[src/rtl/alu_pkg.sv]
// Shared constants and types for the ALU issue front end: control codes,
// opcode/funct encodings and the issue state enum.
package alu_pkg;

  localparam logic [3:0] CtrlAnd  = 4'b0000;
  localparam logic [3:0] CtrlOr   = 4'b0001;
  localparam logic [3:0] CtrlAdd  = 4'b0010;
  localparam logic [3:0] CtrlSub  = 4'b0110;
  localparam logic [3:0] CtrlSlt  = 4'b0111;
  localparam logic [3:0] CtrlNor  = 4'b1100;
  localparam logic [3:0] CtrlDiv  = 4'b1110;
  localparam logic [3:0] CtrlMult = 4'b1111;

  localparam logic [5:0] OpRtype = 6'b000000;
  localparam logic [5:0] OpBeq   = 6'b000100;
  localparam logic [5:0] OpBne   = 6'b000101;
  localparam logic [5:0] OpAddi  = 6'b001000;
  localparam logic [5:0] OpSlti  = 6'b001010;
  localparam logic [5:0] OpAndi  = 6'b001100;
  localparam logic [5:0] OpOri   = 6'b001101;
  localparam logic [5:0] OpLw    = 6'b100011;
  localparam logic [5:0] OpSw    = 6'b101011;

  localparam logic [5:0] FnAdd  = 6'b100000;
  localparam logic [5:0] FnSub  = 6'b100010;
  localparam logic [5:0] FnAnd  = 6'b100100;
  localparam logic [5:0] FnOr   = 6'b100101;
  localparam logic [5:0] FnNor  = 6'b100111;
  localparam logic [5:0] FnSlt  = 6'b101010;
  localparam logic [5:0] FnMult = 6'b011000;
  localparam logic [5:0] FnDiv  = 6'b011010;

  typedef enum logic [1:0] {
    StIdle,
    StIssue,
    StWait,
    StDone
  } issue_state_e;

  function automatic logic [31:0] ext_imm(logic [15:0] imm, logic zext);
    return zext ? {16'h0000, imm} : {{16{imm[15]}}, imm};
  endfunction

endpackage

[src/rtl/alu_op_decode.sv]
// Combinational instruction decode: opcode/funct/imm to ALU control code,
// operand-2 source, op class flags and illegal detection.
module alu_op_decode
  import alu_pkg::*;
(
  input  logic [5:0]  opcode_i,
  input  logic [5:0]  funct_i,
  input  logic [15:0] imm_i,
  output logic [3:0]  ctrl_o,
  output logic        use_imm_o,
  output logic [31:0] imm_ext_o,
  output logic        is_muldiv_o,
  output logic        is_div_o,
  output logic        is_branch_o,
  output logic        is_bne_o,
  output logic        illegal_o
);

  logic zext;

  always_comb begin
    ctrl_o      = CtrlAdd;
    use_imm_o   = 1'b0;
    zext        = 1'b0;
    is_muldiv_o = 1'b0;
    is_div_o    = 1'b0;
    is_branch_o = 1'b0;
    is_bne_o    = 1'b0;
    illegal_o   = 1'b0;
    unique case (opcode_i)
      OpRtype: begin
        unique case (funct_i)
          FnAdd:  ctrl_o = CtrlAdd;
          FnSub:  ctrl_o = CtrlSub;
          FnAnd:  ctrl_o = CtrlAnd;
          FnOr:   ctrl_o = CtrlOr;
          FnNor:  ctrl_o = CtrlNor;
          FnSlt:  ctrl_o = CtrlSlt;
          FnMult: begin
            ctrl_o      = CtrlMult;
            is_muldiv_o = 1'b1;
          end
          FnDiv: begin
            ctrl_o      = CtrlDiv;
            is_muldiv_o = 1'b1;
            is_div_o    = 1'b1;
          end
          default: illegal_o = 1'b1;
        endcase
      end
      OpAddi, OpLw, OpSw: use_imm_o = 1'b1;
      OpSlti: begin
        ctrl_o    = CtrlSlt;
        use_imm_o = 1'b1;
      end
      OpAndi: begin
        ctrl_o    = CtrlAnd;
        use_imm_o = 1'b1;
        zext      = 1'b1;
      end
      OpOri: begin
        ctrl_o    = CtrlOr;
        use_imm_o = 1'b1;
        zext      = 1'b1;
      end
      OpBeq: begin
        ctrl_o      = CtrlSub;
        is_branch_o = 1'b1;
      end
      OpBne: begin
        ctrl_o      = CtrlSub;
        is_branch_o = 1'b1;
        is_bne_o    = 1'b1;
      end
      default: illegal_o = 1'b1;
    endcase
  end

  assign imm_ext_o = ext_imm(imm_i, zext);

endmodule

[src/rtl/alu_issue_ctrl.sv]
// Issue controller feeding the ALU operand/control interface and returning
// its registered outcome. Optional macro DIVZERO_TRAP_EN traps div by zero.
module alu_issue_ctrl
  import alu_pkg::*;
#(
  parameter int unsigned MULDIV_WAIT = 4
) (
  input  logic        clk,
  input  logic        rst_n,
  input  logic        in_valid,
  output logic        in_ready,
  input  logic [5:0]  in_opcode,
  input  logic [5:0]  in_funct,
  input  logic [31:0] in_rs_data,
  input  logic [31:0] in_rt_data,
  input  logic [15:0] in_imm,
  output logic [31:0] alu_data_1,
  output logic [31:0] alu_data_2,
  output logic [3:0]  alu_ctrl,
  input  logic [31:0] alu_result,
  input  logic        alu_zero,
  output logic        out_valid,
  input  logic        out_ready,
  output logic [31:0] out_result,
  output logic        out_branch_taken,
  output logic        out_illegal
);

  localparam int unsigned CntW = (MULDIV_WAIT > 1) ? $clog2(MULDIV_WAIT) : 1;
  localparam logic [CntW-1:0] CntLoad = CntW'(MULDIV_WAIT - 1);
  localparam bit HasWait = (MULDIV_WAIT != 0);
`ifdef DIVZERO_TRAP_EN
  localparam bit DivZeroTrap = 1'b1;
`else
  localparam bit DivZeroTrap = 1'b0;
`endif

  issue_state_e state_q, state_d;
  logic [31:0]  data_1_q, data_1_d, data_2_q, data_2_d;
  logic [3:0]   ctrl_q, ctrl_d;
  logic         muldiv_q, muldiv_d, branch_q, branch_d, bne_q, bne_d;
  logic [CntW-1:0] cnt_q, cnt_d;
  logic [31:0]  result_q, result_d;
  logic         taken_q, taken_d, illegal_q, illegal_d;

  logic [3:0]  dec_ctrl;
  logic        dec_use_imm, dec_is_muldiv, dec_is_div, dec_is_branch, dec_is_bne;
  logic        dec_illegal;
  logic [31:0] dec_imm_ext;
  logic        div_trap, sample;

  alu_op_decode u_decode (
    .opcode_i    (in_opcode),
    .funct_i     (in_funct),
    .imm_i       (in_imm),
    .ctrl_o      (dec_ctrl),
    .use_imm_o   (dec_use_imm),
    .imm_ext_o   (dec_imm_ext),
    .is_muldiv_o (dec_is_muldiv),
    .is_div_o    (dec_is_div),
    .is_branch_o (dec_is_branch),
    .is_bne_o    (dec_is_bne),
    .illegal_o   (dec_illegal)
  );

  assign div_trap = DivZeroTrap && dec_is_div && (in_rt_data == 32'h0);

  always_comb begin
    state_d   = state_q;
    data_1_d  = data_1_q;
    data_2_d  = data_2_q;
    ctrl_d    = ctrl_q;
    muldiv_d  = muldiv_q;
    branch_d  = branch_q;
    bne_d     = bne_q;
    cnt_d     = cnt_q;
    result_d  = result_q;
    taken_d   = taken_q;
    illegal_d = illegal_q;
    sample    = 1'b0;
    unique case (state_q)
      StIdle: begin
        if (in_valid) begin
          if (dec_illegal || div_trap) begin
            // Not issued: ALU outputs keep their previous values.
            result_d  = div_trap ? 32'hFFFF_FFFF : 32'h0;
            taken_d   = 1'b0;
            illegal_d = 1'b1;
            state_d   = StDone;
          end else begin
            data_1_d = in_rs_data;
            data_2_d = dec_use_imm ? dec_imm_ext : in_rt_data;
            ctrl_d   = dec_ctrl;
            muldiv_d = dec_is_muldiv;
            branch_d = dec_is_branch;
            bne_d    = dec_is_bne;
            state_d  = StIssue;
          end
        end
      end
      StIssue: begin
        if (muldiv_q && HasWait) begin
          cnt_d   = CntLoad;
          state_d = StWait;
        end else begin
          sample = 1'b1;
        end
      end
      StWait: begin
        if (cnt_q == '0) begin
          sample = 1'b1;
        end else begin
          cnt_d = cnt_q - CntW'(1);
        end
      end
      StDone: begin
        if (out_ready) begin
          state_d = StIdle;
        end
      end
      default: state_d = StIdle;
    endcase
    if (sample) begin
      result_d  = alu_result;
      taken_d   = branch_q & (alu_zero ^ bne_q);
      illegal_d = 1'b0;
      state_d   = StDone;
    end
  end

  always_ff @(posedge clk or negedge rst_n) begin
    if (!rst_n) begin
      state_q   <= StIdle;
      data_1_q  <= 32'h0;
      data_2_q  <= 32'h0;
      ctrl_q    <= CtrlAdd;
      muldiv_q  <= 1'b0;
      branch_q  <= 1'b0;
      bne_q     <= 1'b0;
      cnt_q     <= '0;
      result_q  <= 32'h0;
      taken_q   <= 1'b0;
      illegal_q <= 1'b0;
    end else begin
      state_q   <= state_d;
      data_1_q  <= data_1_d;
      data_2_q  <= data_2_d;
      ctrl_q    <= ctrl_d;
      muldiv_q  <= muldiv_d;
      branch_q  <= branch_d;
      bne_q     <= bne_d;
      cnt_q     <= cnt_d;
      result_q  <= result_d;
      taken_q   <= taken_d;
      illegal_q <= illegal_d;
    end
  end

  assign in_ready         = (state_q == StIdle);
  assign out_valid        = (state_q == StDone);
  assign alu_data_1       = data_1_q;
  assign alu_data_2       = data_2_q;
  assign alu_ctrl         = ctrl_q;
  assign out_result       = result_q;
  assign out_branch_taken = taken_q;
  assign out_illegal      = illegal_q;

endmodule

[config.mk]
export PLATFORM = sky130hd
export DESIGN_NAME = alu_issue_ctrl
export DESIGN_NICKNAME = d
export VERILOG_FILES = /design/src/rtl/alu_pkg.sv /design/src/rtl/alu_op_decode.sv /design/src/rtl/alu_issue_ctrl.sv
export SDC_FILE = /design/constraint.sdc
export NUM_CORES = 1
export LEC_CHECK = 0
export BUFFER_PORTS_ARGS = -buffer_cell sky130_fd_sc_hd__buf_2
export CAP_MARGIN = 0
export CORE_MARGIN = 2
export CORE_UTILIZATION = 25
export CTS_CLUSTER_DIAMETER = 30
export DETAILED_ROUTE_END_ITERATION = 16
export PLACE_DENSITY_LB_ADDON = 0.1
export SYNTH_ARGS = -nofsm -noshare
export SYNTH_HDL_FRONTEND = slang
export SYNTH_HIERARCHICAL = 1
export SYNTH_SLANG_ARGS = --single-unit
[constraint.sdc]
create_clock -name clk -period 1.4 [get_ports clk]
set_input_delay 0.21 -clock clk [delete_from_list [all_inputs] [get_ports clk]]
set_output_delay 0.21 -clock clk [all_outputs]
set_load 0.05 [all_outputs]
Word-level counts from Yosys, hierarchy flattened
Index checks and enable logic that the tools add are counted.

storage, ports and cells
  logic and storage cells = 93
  flip-flop bits (word level) = 109
  output and inout bits = 104

operators by class
  reduce and logical (&&, ||, !) cells = 18
  bitwise gates (word level) = 3
  muxes and demuxes = 36
  add/sub/neg operators = 1
  equality and inequality tests = 24

operator list
  cell                count
  $mux 32             6
  $eq 6x6->1 const B  8
  $pmux 4 s7          1
  $eq 6x4->1 const B  4
  $pmux 4 s5          1
  $mux 1              17
  $reduce_or 8->1     2
  $mux 2              7
  $eq 6x3->1 const B  2
  $eq 6x5->1 const B  2
  $reduce_and 3->1    3
  $reduce_bool 2->1   4
  $logic_not 6->1     1
  $pmux 2 s3          1
  $reduce_or 2->1     3
  $reduce_or 6->1     1
  $eq 2x2->1 const B  2
  $logic_not 2->1     2
  $ne 2x2->1 const B  2
  $pmux 1 s2          2
  $pmux 2 s2          1
  $reduce_and 4->1    1
  $reduce_bool 4->1   1
  $ne 3x1->1 const B  1
  other kinds (7)     7

Longest topological paths before layout
  depth after elaboration = 8
  gate-level depth with buffers = 10
  depth with buffers taken out = 7

Hierarchy
Netlist, hierarchy kept.

by module, submodules not included
  module          cells each  sequential area each (um2)  area an instance (um2)  times used
  alu_issue_ctrl  403         2,728.9                     4,593.2                 1
  alu_op_decode   86          0.0                         558.0                   1

Least setup slack after synthesis
No wires, ideal clock.

  kind = input-to-reg
  from = input port in_opcode[1]
  to = register ctrl_q[0] (netlist: alu_ctrl[0])
  arrival = 1.995 ns
  path slack = -0.719 ns
  cell stages on the path = 9
  data required time = 1.275 ns
  library setup time = 0.125 ns
  cell sequence = clkbuf_1 > nor3_1 > nand3b_1 > nand2b_1 > o21ai_1 > nand3b_4 > buf_6 > buf_2 > mux2_2

between the ends
  longest elaborated chain between the ends = 5
  elaborated cells on any way between the ends = 15
  classes of those cells = eq/ne (8); mux (2); bitwise (1); reduce/logical (4)

RTL lines
  element                                   line                   source
  start, declared                           alu_issue_ctrl.sv:12   input logic [5:0] in_opcode,
  $eq 6x4->1, or another cell as far along  alu_op_decode.sv:30    unique case (opcode_i)
  $reduce_or 8->1 (no source line)          n/a
  $pmux 1 s2 *                              alu_op_decode.sv:30
  net dec_illegal                           alu_issue_ctrl.sv:48   logic dec_illegal;
  $not 1->1 (no source line) *              n/a
  $reduce_and 3->1 (no source line) *       n/a
  end signal, assigned                      alu_issue_ctrl.sv:136  ctrl_q <= CtrlAdd;
  end signal, assigned                      alu_issue_ctrl.sv:148  ctrl_q <= ctrl_d;
  end, declared                             alu_issue_ctrl.sv:40   logic [3:0] ctrl_q, ctrl_d;

Mark *: on every way through the listed nets, which the timed path passes. The rest lies on a longest branch.
A chain may end at the register's enable or synchronous reset.

Worst setup path after layout
  from = input port in_opcode[0]
  to = register data_1_q[18] (netlist: alu_data_1[18])

between the ends
  longest elaborated chain between the ends = 5
  elaborated cells on any way between the ends = 13
  classes of those cells = eq/ne (8); mux (1); bitwise (1); reduce/logical (3)

RTL lines
  element                                   line                   source
  $eq 6x4->1, or another cell as far along  alu_op_decode.sv:30
  $reduce_or 8->1 (no source line)          n/a
  $pmux 1 s2 *                              alu_op_decode.sv:30
  net dec_illegal                           alu_issue_ctrl.sv:48
  $not 1->1 (no source line) *              n/a
  $reduce_and 3->1 (no source line) *       n/a
  end signal, assigned                      alu_issue_ctrl.sv:146  data_1_q <= data_1_d;
  end, declared                             alu_issue_ctrl.sv:39   logic [31:0] data_1_q, data_1_d, data_2_q, data_2_d;

Marked as above.

==> results.py <==
metrics = {
    "worst_setup_path": {
        "worst_path_max_fanout": 7,
        "worst-endpoint-arrival_ns": 1.86,
        "worstPathBufferInverterCount": 3,
        "crit_slowest_cell": "or3_4",
        "worst_path_dominant_cell_family": "simple AND/OR/NAND/NOR gates",
        "cell_by_cell_listing_of_the_critical_path": "buf_6, nor2b_4, or3_4, a31oi_4, o21ai_2, nand3b_4, buf_12, clkbuf_16, mux2_4",
        "endpoint_kind": "flip-flop",
        "cp_data_required_time_ns": 1.63,
        "critical_path.max_stage_delay_ns": 0.39,
        "timing_worst_setup_path_type": "input pin to flip-flop",
        "crit_path_start_kind": "input pin",
    },
    "detailed_routing": {
        "route.antenna.remaining_nets": 0,
        "residual_drc": 0,
        "wl_um": 16200,
        "detail_route.wl_per_cell_um": 15.9,
        "dr_total_vias": 4442,
        "drt_first_pass_iters": 4,
        "dr.first_iter.drc_count": 129,
        "detail_route.vias_per_cell": 4.35,
    },
    "clocking": {
        "cts_tree": "done",
        "clk_pin_slew_ns": 0.08,
        "cts_num_sinks": 109,
        "cts-htree-levels": 3,
        "clock_path_buffers": 2,
        "clock_tree.root_cell": "clkbuf_16",
        "tritoncts.num_buffers": 9,
        "clock_insertion_delay_at_the_later_pin_of_the_skew_report_ns": 0.35,
    },
    "global_route": {
        "maximum_number_of_pins_on_one_net_before_global_route_repair": 48,
        "global_route.usage.total_pct": 14.3,
        "leftover_overflow_at_the_end_of_global_routing": 0,
        "grt_pass1_vias": 4550,
        "antenna_found_initial": 1,
        "global_route_wire_length_before_repair_um": 24300,
    },
    "yosys": {
        "netlist_area_mm2": 0.00514,
        "yosys_warns": 6,
        "synth.net_count": 622,
        "syn_area_per_cell_um2": 10.5,
        "number_of_standard_cells_after_synthesis": 488,
    },
    "timing": {
        "max_slew_violation_count": 0,
        "worst-slew-pin-transition_ns": 0.371,
        "final.setup.worst_slack_ns": -0.231,
        "report.final.setup_viol": 109,
        "worst_hold_slack_ns": 0.0463,
        "report.final.hold_viol_count": 0,
        "max_slew_margin_pct": 75.0,
        "fin_crit_sh_pct": 117,
        "fin_skew_ns": 0.00619,
        "max_freq_ghz": 0.613,
        "rsz0062_at_grt": "true",
        "fin_crit_ns": 1.63,
    },
    "placement": {
        "place_inst": 976,
        "pre_cts_worst_setup_slack_ns": -0.636,
        "routabilityCongestion": 0.782,
        "port-buffer-count": 232,
        "hpwl_um": 11100,
    },
    "floorplanning": {
        "die_w_um": 147,
        "io-pin-count": 233,
        "floorplan.rows": 52,
        "core_mm2": 0.0202,
        "dieHeight_um": 147,
        "die-area_mm2": 0.0217,
        "floorplan.initialDensity_pct": 25.4,
    },
    "power_and_ir_drop": {
        "power.density_mw_per_mm2": 1950,
        "vdd_ir_drop_max_mv": 0.914,
        "power.leakage_uw": 0.00435,
    },
    "status": {
        "run_status": "finished with violations",
        "violations": "negative setup slack",
    },
    "finish": {
        "num-fill-cells": 2003,
        "area_growth_pct": 58.2,
        "instances_no_fill": 1022,
        "post_route_cells_drive_above_1_share_pct": 60.5,
        "layout_nets": 880,
        "most_used_cells_in_the_layout_excluding_fill_and_tap_cells": "buf_2 (226), dfrtp_1 (106), nand2_1 (58), buf_4 (35)",
        "layout.cells.most_common": "buf_2",
    },
    "job": {
        "max_cap_viol_count": 0,
    },
    "min_path": {
        "min_path_type": "input pin to flip-flop",
    },
}
==> final timing paths <==
| path | from | endpoint | slack [ns] | cells after the start |
|---|---|---|---|---|
| max | in_opcode[0] | alu_data_1[18]$_DFFE_PN0P_ | -0.23 | 9 |
| min | alu_result[14] | out_result[14]$_DFFE_PN0P_ | 0.05 | 3 |
| max reg2reg | state_q[0]$_DFFE_PN0P_ | alu_data_1[18]$_DFFE_PN0P_ | -0.13 | 6 |
| min reg2reg | alu_data_2[19]$_DFFE_PN0P_ | alu_data_2[19]$_DFFE_PN0P_ | 0.48 | 2 |
| max in group asynchronous | rst_n | alu_ctrl[0]$_DFFE_PN0P_ | 0.56 | 3 |
| min in group asynchronous | rst_n | out_illegal$_DFFE_PN0P_ | 0.31 | 2 |
==> metal layers <==
layer  share of wire, %  wire (um)  vias to the layer above  GRT usage [%]
met5                  0          0                        -              0
met4                1.7        279                        0           4.47
met3                5.0        816                       17           2.87
met2                 49       7970                      129           23.7
met1                 44       7150                     2158           18.8
li1                   -          -                     2138              -
==> stage by stage <==
step	total power (uW)	cell area [um2]	utilization, %	setup TNS, ns
floorplan	10200	5410	-	-35.49
global placement	12100	6940	34.3	-49.04
detailed placement	12200	6940	34.3	-51.99
CTS	15700	7750	38.3	-13.34
global route	16700	8140	40.2	-20.77
finish	15800	8140	40.2	-15.97
==> report_power, final <==
part / leakage (uW) / switching [uW] / internal, uW
Sequential: 0.00142 / 571 / 4160
Clock: 0.000129 / 1190 / 1270
Combinational: 0.00280 / 5690 / 2960
==> final cells by class <==
class	count	area (um2)	share of cell area [%]
clock inverters	4	32.5	0.400
flip-flops and latches	109	2730	33.6
multi-input cells	309	2530	31.1
well taps	270	338	4.15
inverters	11	43.8	0.538
repair buffers	306	2210	27.2
clock buffers	12	246	3.03
diodes	1	2.50	0.0307
==> repair_timing <==
action                                  CTS  global route
endpoints found under the setup margin  110           109
buffers inserted                         11             9
hold buffers                              1             0
pin swaps                                53            27
hold endpoints to repair                 17             0
cloned                                    6             6
gates resized for setup                  93            68
==> worst reg2reg max path: stages, from the launching register on <==
cell       delay [ns]
dfrtp_2          0.45
inv_4            0.09
ha_4             0.16
nand3b_4         0.09
buf_12           0.16
clkbuf_16        0.17
mux2_4           0.29
==> registers in the layout, indices dropped and copies added, names as in the netlist <==
register,count
branch_q,1
bne_q,1
alu_ctrl,4
alu_data_2,32
out_branch_taken,1
muldiv_q,1
out_result,32
cnt_q,2
state_q,2
alu_data_1,32
out_illegal,1
Note: power is estimated with default switching activity, not from simulation.
